===== config.mk =====
export PLATFORM = sky130hd
export DESIGN_NAME = upd78xx_intc
export DESIGN_NICKNAME = d
export VERILOG_FILES = /design/src/rtl/upd78xx_intc.sv
export SDC_FILE = /design/constraint.sdc
export NUM_CORES = 1
export LEC_CHECK = 0
export ABC_AREA = 1
export BUFFER_PORTS_ARGS = -buffer_cell sky130_fd_sc_hd__buf_2
export CAP_MARGIN = 5
export CORE_MARGIN = 3
export CORE_UTILIZATION = 25
export CTS_BUF_LIST = sky130_fd_sc_hd__clkbuf_16
export DETAILED_ROUTE_END_ITERATION = 10
export GPL_ROUTABILITY_DRIVEN = 0
export HOLD_SLACK_MARGIN = 0.1
export MAX_ROUTING_LAYER = met4
export PLACE_DENSITY_LB_ADDON = 0.3
export RECOVER_POWER = 100
export SLEW_MARGIN = 5
export SYNTH_ARGS = -nofsm -noshare
export SYNTH_HDL_FRONTEND = slang
export SYNTH_SLANG_ARGS = --single-unit

===== constraint.sdc =====
create_clock -name CLK -period 1.8 [get_ports CLK]
set_clock_uncertainty 0.05 [all_clocks]
set_input_delay 0.27 -clock CLK [delete_from_list [all_inputs] [get_ports CLK]]
set_output_delay 0.27 -clock CLK [all_outputs]
set_load 0.01 [all_outputs]

===== src/rtl/upd78xx_intc.sv =====
// upd78xx_intc: maskable, prioritised, vectored interrupt controller for
// uPD78xx cores. Synchronises raw lines, latches edge sources, picks the
// lowest eligible index and hands one frozen request to the CPU.
module upd78xx_intc #(
  parameter int unsigned NSRC        = 4,
  parameter logic [15:0] VEC_BASE    = 16'h0004,
  parameter int unsigned VEC_STRIDE  = 4,
  parameter int unsigned SYNC_STAGES = 2,
  localparam int unsigned SRC_W      = (NSRC > 1) ? $clog2(NSRC) : 1
) (
  input  logic             CLK,
  input  logic             RESETB,
  input  logic             CE,
  input  logic [NSRC-1:0]  IRQ_IN,
  input  logic [NSRC-1:0]  EDGE_MODE,
  input  logic             MASK_WE,
  input  logic [NSRC-1:0]  MASK_D,
  output logic [NSRC-1:0]  MASK_Q,
  input  logic [NSRC-1:0]  SW_SET,
  input  logic [NSRC-1:0]  CLR,
  input  logic             IE,
  output logic             INT_REQ,
  output logic [SRC_W-1:0] INT_SRC,
  output logic [15:0]      INT_VEC,
  input  logic             INT_ACK,
  output logic [NSRC-1:0]  PEND
);

  typedef enum logic [1:0] {S_IDLE, S_REQ, S_HOLD} state_t;

  logic [NSRC-1:0]  sync_q [SYNC_STAGES];
  logic [NSRC-1:0]  prev_q;
  logic [NSRC-1:0]  latch_q;
  logic [NSRC-1:0]  mask_q;
  logic [NSRC-1:0]  s_last;
  logic [NSRC-1:0]  rise;
  logic [NSRC-1:0]  eligible;
  logic [NSRC-1:0]  src_onehot;
  logic [NSRC-1:0]  ack_clr;
  logic [SRC_W-1:0] win_idx;
  logic [SRC_W-1:0] src_q;
  logic [15:0]      vec_q;
  logic             any_eligible;
  logic             frozen_eligible;
  state_t           state_q;
  state_t           state_d;

  // Vector for a source index; the product wraps to 16 bits before the add.
  function automatic logic [15:0] vec_of(input logic [SRC_W-1:0] idx);
    logic [31:0] prod;
    prod = 32'(idx) * VEC_STRIDE;
    return VEC_BASE + prod[15:0];
  endfunction

  assign s_last          = sync_q[SYNC_STAGES-1];
  assign rise            = s_last & ~prev_q;
  assign PEND            = (latch_q & EDGE_MODE) | (s_last & ~EDGE_MODE);
  assign eligible        = PEND & ~mask_q & {NSRC{IE}};
  assign any_eligible    = |eligible;
  assign src_onehot      = NSRC'(1) << src_q;
  assign frozen_eligible = |(eligible & src_onehot);
  assign ack_clr         = (state_q == S_REQ && INT_ACK) ? src_onehot : '0;
  assign MASK_Q          = mask_q;
  assign INT_SRC         = src_q;
  assign INT_VEC         = vec_q;

  // Synchroniser chain plus edge-history flop, advancing only on CE.
  always_ff @(posedge CLK) begin
    if (!RESETB) begin
      for (int k = 0; k < int'(SYNC_STAGES); k++) sync_q[k] <= '0;
      prev_q <= '0;
    end else if (CE) begin
      sync_q[0] <= IRQ_IN;
      for (int k = 1; k < int'(SYNC_STAGES); k++) sync_q[k] <= sync_q[k-1];
      prev_q <= s_last;
    end
  end

  // Edge latches (set beats clear; dropped for level sources) and mask.
  always_ff @(posedge CLK) begin
    if (!RESETB) begin
      latch_q <= '0;
      mask_q  <= '1;
    end else begin
      latch_q <= ((latch_q & ~(CLR | ack_clr)) | ({NSRC{CE}} & rise) | SW_SET)
                 & EDGE_MODE;
      if (MASK_WE) mask_q <= MASK_D;
    end
  end

  // Lowest eligible index wins.
  always_comb begin
    win_idx = '0;
    for (int i = int'(NSRC) - 1; i >= 0; i--) begin
      if (eligible[i]) win_idx = SRC_W'(i);
    end
  end

  // FSM state register; source and vector are captured only when leaving IDLE.
  always_ff @(posedge CLK) begin
    if (!RESETB) begin
      state_q <= S_IDLE;
      src_q   <= '0;
      vec_q   <= VEC_BASE;
    end else begin
      state_q <= state_d;
      if (state_q == S_IDLE && any_eligible) begin
        src_q <= win_idx;
        vec_q <= vec_of(win_idx);
      end
    end
  end

  // FSM next state: ack beats withdraw, HOLD forces a one-clock gap.
  always_comb begin
    state_d = state_q;
    case (state_q)
      S_IDLE:  if (any_eligible) state_d = S_REQ;
      S_REQ: begin
        if (INT_ACK)               state_d = S_HOLD;
        else if (!frozen_eligible) state_d = S_IDLE;
      end
      S_HOLD:  state_d = S_IDLE;
      default: state_d = S_IDLE;
    endcase
  end

  // FSM outputs: request is asserted exactly while in REQ.
  always_comb begin
    INT_REQ = (state_q == S_REQ);
  end

endmodule

# [After elaboration in Yosys (flattened, before gate mapping)]
# Memory sizes are Yosys's and may differ from the RTL's.
# Index checks and enable logic that the tools add are counted.
[word_totals] ff_bits=32 latch_bits=0 ramBits=8 mem_bits_ro=0 in_bits=26 output_inout_bits=27 elab_cells=52 n_memories=1
[classes] add_sub_neg=1 mul=0 n_div=0 magnitude_cmp=0 eq_ne=3 shifts=1 muxes=15 bitwise_logic=19 reduce_logical=6
[memory_table] name="sync_q" words=2 width=4 rd=2 rd_clocked_by_memory_dff=0 write_ports=2 line_no="31" rtl="logic [NSRC-1:0] sync_q [SYNC_STAGES];"
[op_table] cell="AND 4 bit" n=9
[op_table] cell="inverter 4 bit" n=4
[op_table] cell="bitwise OR 4 bit" n=4
[op_table] cell="2-to-1 mux 2 bit" n=7
[op_table] cell="2-to-1 mux 4 bit" n=3
[op_table] cell="OR reduction 4 bit" n=2
[op_table] cell="adder 3 x 4 -> 5 bit (first input constant)" n=1
[op_table] cell="2-to-1 mux 1 bit" n=4
[op_table] cell="one-hot mux 2 bit (2 select lines)" n=1
[op_table] cell="left shift 1 x 2 -> 4 bit (first input constant)" n=1
[op_table] cell="inequality test 3 bit (second input constant)" n=1
[op_table] cell="equality test 2 x 1 -> 1 bit (second input constant)" n=1
[op_table] cell="logical AND 1 bit" n=2
[op_table] cell="zero test 2 bit" n=1
[op_table] cell="inequality test 2 bit (second input constant)" n=1
[op_table] cell="bitwise OR 1 bit" n=2
[op_table] cell="AND reduction 2 bit" n=1

# [Depth between registers and ports, before layout]
[depth] ltp_word=10 ltp_mapped=10 ltp_nobuf=10

# [Least setup slack after synthesis]
# Ideal clock, no wire load.
[synth_path] path_type="input-to-reg" from="input CE" to="memory sync_q[0][0], enable pin" setup_time_ns=0.359 arrival_time_ns=0.959 required_time_ns=1.391 path_slack_ns=0.432 path_stages=3 path_buffers=2 path_cell_list="clkbuf_1 or2_1 clkbuf_1"
[synth_rtl] item="from (decl)" line_no="13" rtl="input logic CE,"
[synth_rtl] item="to (decl)" line_no="31"

==> flow_summary_export.csv <==
group,metric,value,unit
yosys,synth.top_cells.by_area,"dfxtp_1 (27%), edfxtp_1 (17%), nand2_1 (9.4%)",
yosys,synth.distinct_cells,25,
route,final_antenna_net_count,0,
sta,rsz0062_at_grt,"false",
route,drc_errors,0,
run,maxCapViolCount,0,
global_route,antenna_found_initial,0,
sta,finalSetupViolCount,0,
cts,clock_sinks,27,
layout,nFillCells,610,
route,routed-wl-met3,249,µm
sta,finalWorstSetupSlack,388.8,ps
critical_path,cp_max_fo,6,
layout,area.growth.synth_to_final,18.44,%
critical_path,worst_path_max_delay_cell,"edfxtp_1",
critical_path,cp-start-kind,"register",
layout,insertedDiodeCount,0,
sta,slew_viol_final,0,
yosys,synth_top_area_frac,0.2722,
cts,cts_buffer_depth,2,
critical_path,cp_data_required_time,1910,ps
placed_design,dp_hpwl,2478,µm
critical_path,criticalPathCategory,"reg -> reg",
global_route,grt-ovfl-total,0,
cts,cts_root_buf,"clkbuf_16",
critical_path,crit_arrival,1530,ps
global_route,grt_pass1_wl,5009,µm
placed_design,portBuffers,39,
cts,path_clk_slew,70,ps
sta,fmax,708.6,MHz
yosys,ys_seq_area_frac,0.4440,
floorplan,ios,53,
critical_path,cp-end-kind,"register",
yosys,synth-seq-cells,27,
critical_path,cpMostUsedCell,"nand2_1",
critical_path,cpPeakStageDelay,410,ps
yosys,yosysTopAreaCell,"dfxtp_1",
floorplan,die-area,6524,µm²
route,drt_iter0_drc,77,
cts,insertion_delay,260,ps
yosys,syn_area,1398,µm²
cts,h-tree-depth,1,
global_route,grt.total_usage,0.1032,
route,drt-total-wl,3143,µm
global_route,grt_start_max_net_pins,16,
floorplan,die_w,80.77,µm
layout,seq_area,620.6,µm²
sta,post-route-period-util,0.7840,
route,highest_layer,"met4",
cts,ctsHoldBuffers,0,
yosys,synth_edf_count,8,
layout,multi_input_area,573.1,µm²
yosys,synthArstFlopShare,0,
cts,postCtsSetupRepairBufs,0,
sta,fin_crit,1411,ps
pwr,power_leakage,0.0008065,µW
yosys,synth_area_per_cell,7.596,µm²
cts,cts_buffers,3,
floorplan,core-area,5270,µm²
route,drt_first_pass_iters,4,
floorplan,start_util,0.2652,
yosys,ys_warn_count,0,
route,vias,1188,
yosys,synth_flop_cell,"dfxtp_1",
floorplan,die_h,80.77,µm
yosys,synth_commonest_cells,"nand2_1 (35), inv_1 (29), nor2_1 (23), dfxtp_1 (19), nand3_1 (15)",
critical_path,cp_cell_sequence,"nand2_1 -> nand2_1 -> nand2_1 -> nand2_1 -> o21ai_4 -> nand2_1 -> nand2_1 -> nor2_1",
route,vias_per_cell,4.055,
pwr,vdd_drop_max,375.7,µV
global_route,grt_pass1_vias,1096,
route,dr_wl_met2,1426,µm
placed_design,dp_slack,399.9,ps
cts,cts_resized,0,
cts,cts_tree,"yes",
outcome,status,"finished, final reports clean",
sta,hold_viol,0,
yosys,netlist_instances,184,
route,wl_met1,1455,µm
layout,final_net_count,250,
sta,slew_headroom,0.4941,
sta,totalNegativeSetupSlack,0,ps
sta,holdWs,177.9,ps
floorplan,fp-row-count,26,
layout,drive_above_1_share,0.1839,
sta,worst_slew_pin_slew,758.8,ps
route,wl_per_cell,10.73,µm
worst_hold_path,hold_path.class,"in -> reg",
pwr,power_density,826.5,nW/µm²
yosys,yosysMostFrequentCell,"nand2_1",
==> report_power, final <==
| part | switching (µW) | internal (µW) |
|---|---|---|
| Sequential | 19.1 | 661 |
| Combinational | 112 | 61.9 |
| Clock | 214 | 300 |
==> placed cells by master, fill, tap and decap left out, types with 3 or more instances in the layout <==
cell       count
nor2_1        23
nand3_1       15
inv_1         29
nand2_2        3
buf_2         28
clkbuf_16      3
conb_1        13
dfxtp_1       19
a21oi_1        7
a31oi_1        5
o21ai_0        5
nand2_1       40
edfxtp_1       8
nand2_4        3
clkbuf_1      12
==> state kept, by name, summed over array words and instances (netlist names) <==
signal and cells:
latch_q 4, state_q 2, INT_VEC 3, sync_q 8, INT_SRC 2, prev_q 4, MASK_Q 4
==> per-layer routing <==
metal,track usage,vias to the layer above
met5,-,-
met4,0.01520,0
met3,0.03326,2
met2,0.1647,36
met1,0.1311,518
li1,-,632
==> critical path, delay by kind of cell (launching register included) <==
| kind | cells | cell delay (ps) |
|---|---|---|
| compound gates | 1 | 210 |
| simple gates | 7 | 640 |
| flops | 1 | 410 |
==> kinds of logic after synthesis <==
logic type	after synthesis	synth area share
and+or+nand+nor	89	0.2981
buffers and inverters	46	0.1620
AOI/OAI and AO/OA	21	0.09311
other	1	0.002683
DFF	27	0.4440
==> final timing paths <==
kind / slack [ps] / end / start / cells after the start
hold / removal: 180 / MASK_Q[1]$_SDFFE_PN1P_ / MASK_D[1] / 3
setup / recovery: 390 / INT_VEC[3]$_SDFFE_PN0P_ / sync_q[0][4]$_SDFFCE_PN0P_ / 8
setup reg to reg: 390 / INT_VEC[3]$_SDFFE_PN0P_ / sync_q[0][4]$_SDFFCE_PN0P_ / 8
hold reg to reg: 410 / latch_q[2]$_SDFF_PN0_ / latch_q[2]$_SDFF_PN0_ / 2
==> through the flow <==
step / total power [µW] / std cells / instance area (µm²) / util
final: 1368 / 293 / 1655 / 0.3141
after global routing: 1435 / 293 / 1655 / 0.3141
after CTS: 1396 / 293 / 1695 / 0.3217
after detailed placement: 879.9 / 289 / 1615 / 0.3065
after global placement: 877.8 / 289 / 1615 / 0.3065
after floorplan: 826.6 / 196 / 1443 / -
==> layout make-up <==
class / count / area share
clock buffers: 3 / 0.04535
clock inverters: 1 / 0.003023
well taps: 70 / 0.05291
multi-input cells: 123 / 0.3462
inverters: 29 / 0.06576
flip-flops and latches: 27 / 0.3749
repair buffers: 40 / 0.1119
No activity file was read; power rests on OpenSTA's default activity.
